--- src/rtl/fce_pkg.sv ---
// Shared encodings, increments and default thresholds for the CAN fault-confinement block.
package fce_pkg;

  typedef logic [1:0] fce_state_t;

  localparam fce_state_t ST_ERROR_ACTIVE  = 2'd0;
  localparam fce_state_t ST_ERROR_PASSIVE = 2'd1;
  localparam fce_state_t ST_BUS_OFF       = 2'd2;

  localparam int TEC_ERR_INC = 8;
  localparam int REC_ERR_INC = 1;
  localparam int REC_DOM_INC = 8;
  localparam int REC_RELOAD  = 120;

  localparam int DEF_WARN_LEVEL     = 96;
  localparam int DEF_PASSIVE_LEVEL  = 128;
  localparam int DEF_BUSOFF_LEVEL   = 256;
  localparam int DEF_RECOVERY_COUNT = 128;

  localparam int TEC_W  = 9;
  localparam int REC_W  = 8;
  localparam int RCNT_W = 7;

  // Saturating add on plain integers; callers narrow the result.
  function automatic int sat_add(input int a, input int b, input int lim);
    return (a + b > lim) ? lim : a + b;
  endfunction

endpackage

--- src/rtl/fce_recovery_counter.sv ---
// Counts armed rec11 pulses while bus-off; done fires on the RECOVERY_COUNT-th pulse.
module fce_recovery_counter
  import fce_pkg::*;
#(
  parameter int RECOVERY_COUNT = DEF_RECOVERY_COUNT
) (
  input  logic clk,
  input  logic rst,
  input  logic clr,
  input  logic en,
  output logic done
);

  localparam logic [RCNT_W-1:0] LAST = RCNT_W'(RECOVERY_COUNT - 1);

  logic [RCNT_W-1:0] cnt;

  assign done = en && (cnt == LAST);

  always_ff @(posedge clk or posedge rst) begin
    if (rst)              cnt <= '0;
    else if (clr || done) cnt <= '0;
    else if (en)          cnt <= cnt + 1'b1;
  end

endmodule

--- src/rtl/fault_confinement.sv ---
// CAN fault confinement: TEC/REC counters, active/passive/bus-off FSM and bus-off recovery.
// Build option FCE_AUTO_RECOVERY_EN arms recovery automatically on bus-off entry.
module fault_confinement
  import fce_pkg::*;
#(
  parameter int WARN_LEVEL     = DEF_WARN_LEVEL,
  parameter int PASSIVE_LEVEL  = DEF_PASSIVE_LEVEL,
  parameter int BUSOFF_LEVEL   = DEF_BUSOFF_LEVEL,
  parameter int RECOVERY_COUNT = DEF_RECOVERY_COUNT
) (
  input  logic             clk,
  input  logic             rst,
  input  logic             tx_err,
  input  logic             rx_err,
  input  logic             rx_err_dom,
  input  logic             tx_ok,
  input  logic             rx_ok,
  input  logic             rec11,
  input  logic             rsp,
  output logic [TEC_W-1:0] tec,
  output logic [REC_W-1:0] rec,
  output logic             bof,
  output logic             era,
  output logic             erp,
  output logic             war
);

  localparam int REC_MAX = (1 << REC_W) - 1;

  fce_state_t       state, state_n;
  logic [TEC_W-1:0] tec_n;
  logic [REC_W-1:0] rec_n;
  logic             armed, armed_n;
  logic             rcv_en, rcv_clr, rcv_done;
  logic             bof_n, era_n, erp_n, war_n;

  assign rcv_en  = (state == ST_BUS_OFF) && armed && rec11;
  assign rcv_clr = (state != ST_BUS_OFF);

  fce_recovery_counter #(
    .RECOVERY_COUNT(RECOVERY_COUNT)
  ) u_rcv (
    .clk  (clk),
    .rst  (rst),
    .clr  (rcv_clr),
    .en   (rcv_en),
    .done (rcv_done)
  );

  // Counter update: error pulses beat ok pulses, rsp beats everything outside bus-off.
  always_comb begin
    tec_n = tec;
    rec_n = rec;
    if (state == ST_BUS_OFF) begin
      if (rcv_done) begin
        tec_n = '0;
        rec_n = '0;
      end
    end else if (rsp) begin
      tec_n = '0;
      rec_n = '0;
    end else begin
      if (tx_err)
        tec_n = TEC_W'(sat_add(int'(tec), TEC_ERR_INC, BUSOFF_LEVEL));
      else if (tx_ok && (tec != '0))
        tec_n = tec - 1'b1;

      if (rx_err_dom)
        rec_n = REC_W'(sat_add(int'(rec), REC_DOM_INC, REC_MAX));
      else if (rx_err)
        rec_n = REC_W'(sat_add(int'(rec), REC_ERR_INC, REC_MAX));
      else if (rx_ok) begin
        if (int'(rec) >= PASSIVE_LEVEL) rec_n = REC_W'(REC_RELOAD);
        else if (rec != '0)             rec_n = rec - 1'b1;
      end
    end
  end

  // Next state from next-cycle counter values.
  always_comb begin
    state_n = state;
    case (state)
      ST_BUS_OFF: if (rcv_done) state_n = ST_ERROR_ACTIVE;
      default: begin
        if (int'(tec_n) >= BUSOFF_LEVEL)
          state_n = ST_BUS_OFF;
        else if ((int'(tec_n) >= PASSIVE_LEVEL) || (int'(rec_n) >= PASSIVE_LEVEL))
          state_n = ST_ERROR_PASSIVE;
        else
          state_n = ST_ERROR_ACTIVE;
      end
    endcase
  end

  always_comb begin
    armed_n = armed;
`ifdef FCE_AUTO_RECOVERY_EN
    if (rcv_done)
      armed_n = 1'b0;
    else if ((state != ST_BUS_OFF) && (state_n == ST_BUS_OFF))
      armed_n = 1'b1;
`else
    if (rcv_done)
      armed_n = 1'b0;
    else if ((state == ST_BUS_OFF) && rsp)
      armed_n = 1'b1;
`endif
  end

  always_comb begin
    bof_n = (state_n == ST_BUS_OFF);
    erp_n = (state_n == ST_ERROR_PASSIVE);
    era_n = !bof_n && !erp_n;
    war_n = (int'(tec_n) >= WARN_LEVEL) || (int'(rec_n) >= WARN_LEVEL);
  end

  always_ff @(posedge clk or posedge rst) begin
    if (rst) begin
      state <= ST_ERROR_ACTIVE;
      tec   <= '0;
      rec   <= '0;
      armed <= 1'b0;
      bof   <= 1'b0;
      era   <= 1'b1;
      erp   <= 1'b0;
      war   <= 1'b0;
    end else begin
      state <= state_n;
      tec   <= tec_n;
      rec   <= rec_n;
      armed <= armed_n;
      bof   <= bof_n;
      era   <= era_n;
      erp   <= erp_n;
      war   <= war_n;
    end
  end

endmodule

--- config.mk ---
export PLATFORM = sky130hd
export DESIGN_NAME = fault_confinement
export DESIGN_NICKNAME = d
export VERILOG_FILES = /design/src/rtl/fce_pkg.sv /design/src/rtl/fce_recovery_counter.sv /design/src/rtl/fault_confinement.sv
export SDC_FILE = /design/constraint.sdc
export NUM_CORES = 1
export LEC_CHECK = 0
export BUFFER_PORTS_ARGS = -buffer_cell sky130_fd_sc_hd__buf_4
export CORE_MARGIN = 3
export CORE_UTILIZATION = 40
export CTS_BUF_LIST = sky130_fd_sc_hd__clkbuf_4
export CTS_CLUSTER_SIZE = 16
export DETAILED_ROUTE_END_ITERATION = 12
export PLACE_DENSITY = 0.54
export SYNTH_ARGS = -nofsm -noshare
export SYNTH_HDL_FRONTEND = slang
export SYNTH_HIERARCHICAL = 1
export SYNTH_SLANG_ARGS = --single-unit
--- constraint.sdc ---
create_clock -name clk -period 3 [get_ports clk]
set_input_delay 0.6 -clock clk [delete_from_list [all_inputs] [get_ports clk]]
set_output_delay 0.6 -clock clk [all_outputs]
set_load 0.02 [all_outputs]
# Yosys cells after proc, flatten, opt, wreduce, memory -nomap -nowiden

Index checks and enable logic that the tools add are counted.

$add $sub $neg: 6
$lt $le $gt $ge: 9
Equal/unequal tests: 5
Mux-type cells: 24
Reductions and logical operators: 15

Operators with widths:

| operator             | number |
|---|---|
| $mux 8               | 10 |
| $mux 9               | 6 |
| $gt 9x8->1 const B   | 2 |
| $ge 8x8->1 const B   | 2 |
| $mux 7               | 2 |
| $add 9x4->10 const B | 1 |
| $gt 10x9->1 const B  | 1 |
| $add 8x1->9 const B  | 1 |
| $add 8x4->9 const B  | 1 |
| $ge 9x7->1 const B   | 1 |
| $ge 9x8->1 const B   | 1 |
| $ge 9x9->1 const B   | 1 |
| $reduce_bool 9->1    | 1 |
| $sub 9x1->9 const B  | 1 |
| $ge 8x7->1 const B   | 1 |
| $reduce_bool 8->1    | 1 |
| $sub 8x1->8 const B  | 1 |
| $add 7x1->7 const B  | 1 |
| $eq 7x7->1 const B   | 1 |
| $logic_and 1x1->1    | 6 |
| $mux 2               | 3 |
| $eq 2x2->1 const B   | 2 |
| $reduce_bool 2->1    | 2 |
| $logic_or 1x1->1     | 3 |
| 4 further kinds      | 7 |

Bits in registers: 31
Output and inout bits: 21
Logic and storage cells: 68

# Logic depth before layout (Yosys ltp)

Depth after elaboration: 16
Gate-level depth with buffers: 10
Mapped depth without buffers: 10

# By module

Netlist, hierarchy kept.

Modules (own cells, without submodules):

| module               | instances | cells an instance | area an instance (µm²) |
|---|---|---|---|
| fault_confinement    | 1         | 286               | 2237.1 |
| fce_recovery_counter | 1         | 37                | 361.6 |

# Least setup slack after synthesis

No wires, ideal clock.

Kind: reg2reg
Start point: register tec[3]
End point: register era
Arrival: 2.677 ns
Slack: 0.240 ns
Cell stages (with the launch flop): 11
Path buffers: 0
Path through: dfrtp_1 -> inv_1 -> ha_1 -> nor4bb_1 -> nand3_1 -> o211ai_1 -> a22oi_2 -> o21ai_1 -> a2111oi_4 -> or3_1 -> ha_1

Longest elaborated chain between the ends: 14
Elaborated cells on any way between the ends: 22
Classes of those cells: 2 x add/sub; 3 x order compare; 2 x eq/ne; 9 x mux; 6 x reduce/logical

Ends and longest elaborated chain:

| element                                           | line                                               | text |
|---|---|---|
| start, declared                                   | fault_confinement.sv:20                            | `output logic [TEC_W-1:0] tec,` |
| start signal, assigned                            | fault_confinement.sv:129                           | `tec <= tec_n;` |
| $add 9x4->10 or $reduce_bool 9->1 (tied branches) | fce_pkg.sv:26, fault_confinement.sv:65             |  |
| $gt 10x9->1 or $logic_and 1x1->1 (tied branches)  | fce_pkg.sv:26, fault_confinement.sv:65             |  |
| $mux 9, on equally long branches                  | fce_pkg.sv:26, fault_confinement.sv:65             |  |
| $mux 9                                            | fault_confinement.sv:63                            | `if (tx_err)` |
| $mux 9                                            | fault_confinement.sv:59                            | `end else if (rsp) begin` |
| $mux 9 (*)                                        | fault_confinement.sv:54                            | `if (state == ST_BUS_OFF) begin` |
| $ge 9x8->1                                        | fault_confinement.sv:87                            | `else if ((int'(tec_n) >= PASSIVE_LEVEL) \|\| (int'(rec_n) >= PASSIVE_LEVEL))` |
| $logic_or 1x1->1                                  | fault_confinement.sv:87                            |  |
| $mux 1                                            | fault_confinement.sv:87                            |  |
| $mux 2 (*)                                        | fault_confinement.sv:85                            | `if (int'(tec_n) >= BUSOFF_LEVEL)` |
| $mux 2 (*)                                        | fault_confinement.sv:82                            | `case (state)` |
| $eq 2x2->1 or $eq 2x1->1 (tied branches)          | fault_confinement.sv:111, fault_confinement.sv:112 |  |
| $logic_not 1->1                                   | fault_confinement.sv:113                           | `era_n = !bof_n && !erp_n;` |
| $logic_and 1x1->1 (*)                             | fault_confinement.sv:113                           |  |
| named net era_n                                   | fault_confinement.sv:35                            | `logic bof_n, era_n, erp_n, war_n;` |
| end signal, assigned                              | fault_confinement.sv:133                           | `era <= era_n;` |
| end, declared                                     | fault_confinement.sv:23                            | `output logic era,` |

Mark *: on every way through the listed nets, which the timed path passes. The rest lies on a longest branch.
A chain may end at the register's enable or synchronous reset.

# Worst setup path in the final report

Start point: register tec[0]
End point: register era

Same word-level chain as after synthesis.

==> run summary <==
final WL - 6900 um
Critical Path Fanout Max - 8
leakage dissipation - 1.33 nW
largest net degree at the start of global routing - 25
Worst Hold Class - in2async
Final Cycle Share - 89.3%
worst setup margin - 0.320 ns
TritonCTS Sinks - 31
total grt overflow - 0
core area - 6100 sq um
CP dominant cell by count - ha_1
die width - 86.6 um
clock root cell - clkbuf_4
Avg Cell Area, Syn - 8.05 sq um
DRC violations left - 0
commonest non-fill, non-tap cell in the layout - buf_4
CTS buffer count - 5
Antenna Nets Post-Route - 0
kind of end point of the critical path - flip-flop
Resize count post-CTS - 0
Slew @ Worst Pin - 0.944 ns
Final HPWL DP - 5280 um
Die ar. - 7500 sq um
Worst-Skew Late Latency - 0.32 ns
number of global-route vias before repair - 2392
CTS tree - yes
Clock Skew - 0.00827 ns
Clock transition at path regs - 0.10 ns
Initial Utilization - 42.6%
wire length per cell - 15.8 um
Pre-antenna DRT Iters - 4
GPL Wtd Cong - 0.828
# nets final - 383
area grow syn2layout - 16.5%
ratio of cells with drive above 1 in the final layout - 19.9%
# Post-CTS Setup Buffers - 0
htree depth - 2
Starting DRT DRC Count - 239
Setup TNS - 0 ns
initial antenna violation count - 0
Top Ports - 30
crit path launch type - flip-flop
maxcap violations - 0
FP Rows - 28
outcome - completed
Yosys cell types - 64
Worst slew margin - 37.0%
maximum vdd ir drop - 0.420 mV
commonest non-fill, non-tap cells in the layout - 51 x buf_4, 30 x o21ai_0, 30 x dfrtp_1
pwr dens - 757 nW/um^2
first-pass GRT wire length - 11800 um
CP required - 3.26 ns
ys flop type - dfrtp_1
# setup viols final - 0
pre-CTS setup slack - 0.310 ns
EDFF count, synth - 0
min Tclk post-route - 2.68 ns
FF+latch count, synth - 31
Synth warnings - 6
final hold vios - 0
Synth Net Count - 346
Filler Cell Count - 631
clock buffer depth - 2
Critical Path Max Stage Delay - 0.43 ns
Final Slew Violations - 0
Mapped Area - 2600 sq um
Critical Path, Cell by Cell - inv_1, ha_1, nor4bb_1, nand3_1, o211ai_1, a22oi_2, o21ai_1, a2111oi_4, or3_1, ha_1
Die H - 86.6 um
port buffer count - 29
CP arrival - 2.94 ns
ANT cells - 0
kind of critical path - reg2reg
Gate Count Post-Synth - 323
achievable frequency - 373 MHz
vias after detailed routing - 2526
All-Layer GR Usage - 19.6%
RSZ-0062 raised after global routing - no
Post-CTS Hold Buffers - 0
sequential area share after synthesis - 29.9%
asr flop ratio synth - 100%
Via density - 5.79
Worst path slowest cell - dfrtp_1
-- layout make-up --
type | count | area (sq um) | area share, %
Timing Repair Buffer | 51 | 383 | 12.6
Sequential cell | 31 | 777 | 25.7
Clock inverter | 2 | 12.5 | 0.413
Multi-Input combinational cell | 250 | 1640 | 54.1
Clock buffer | 6 | 45.0 | 1.49
Tap cell | 75 | 93.8 | 3.10
Inverter | 21 | 78.8 | 2.60
-- power breakdown --
part | internal (W) | switching, W
registers | 0.000526 | 0.000127
clock network | 0.0000995 | 0.000148
logic | 0.000566 | 0.000826
-- worst max-delay path: cells and delay by family (launching register included) --
family                   cells  cell delay (ns)
adder cells (fa/ha/maj)      2             0.49
buffers and inverters        1             0.09
AO/OA/AOI/OAI                4             0.77
AND/OR/NAND/NOR              3             0.82
flip-flops                   1             0.43
-- per-stage QoR --
stage | instance area, sq um | total power (W) | utilization [%] | hold WS (ns) | std cells
global placement | 2970 | 0.00206 | 48.7 | 0.472 | 428
finish | 3030 | 0.00229 | 49.7 | 0.203 | 436
CTS | 3030 | 0.00231 | 49.7 | 0.202 | 436
floorplan | 2600 | 0.00160 | - | 0.403 | 323
global route | 3030 | 0.00251 | 49.7 | 0.191 | 436
detailed placement | 2970 | 0.00205 | 48.7 | 0.479 | 428
-- cell usage after synthesis (all sizes together) (2+ instances only) --
cell type / n / area (sq um)
o21ai: 31 / 155
dfrtp: 30 / 751
nand2: 28 / 105
nor2: 25 / 93.8
inv: 21 / 78.8
a21oi: 20 / 100
nand3: 18 / 90.1
ha: 14 / 175
clkbuf: 11 / 43.8
buf: 10 / 61.3
nand4: 9 / 56.3
nor3: 9 / 45.0
and2: 7 / 43.8
nand2b: 6 / 37.5
o31ai: 6 / 45.0
xnor2: 5 / 43.8
a32oi: 4 / 35.0
o211ai: 4 / 30.0
or3: 4 / 25.0
a211oi: 3 / 22.5
a21o: 3 / 22.5
a31o: 3 / 26.3
and3: 3 / 18.8
nor2b: 3 / 18.8
o41ai: 3 / 26.3
xor2: 3 / 26.3
a211o: 2 / 17.5
a221oi: 2 / 17.5
and4: 2 / 17.5
nand4b: 2 / 17.5
nor4: 2 / 33.8
nor4b: 2 / 17.5
o2111ai: 2 / 23.8
o21a: 2 / 15.0
o221ai: 2 / 23.8
-- layer usage --
metal	wire [um]	up-vias	global-route usage [%]
met4	61	0	4.82
met2	3180	64	30.9
li1	-	1258	-
met5	0	-	0
met1	3390	1200	27.8
met3	275	4	3.42
-- sequential cells by signal, indices dropped and copies added, names as in the netlist --
register,count
state,2
bof,1
war,1
armed,1
tec,9
erp,1
era,1
u_rcv/cnt,7
rec,8
-- kinds of logic (layout without fill, tap and decap cells) --
family          after synthesis  after routing  share of synthesized area, %
xor+xnor                      8              8                          2.70
fa+ha+maj                    14             14                          6.74
mux                           1              1                         0.433
simple gates                126            126                          26.0
buf+inv                      42             80                          7.08
compound gates              101            101                          27.2
flops                        31             31                          29.9
-- final timing paths --
check                      slack [ns]  depth (start not counted)      endpoint    from
min reg2reg                      0.50                          2         armed   armed
max                              0.32                         10           era  tec[0]
max in group asynchronous        1.93                          2        rec[2]     rst
max reg2reg                      0.32                         10           era  tec[0]
min in group clk                 0.50                          2         armed   armed
min                              0.20                          2  u_rcv/cnt[1]     rst
Note: power is estimated with default switching activity, not from simulation.
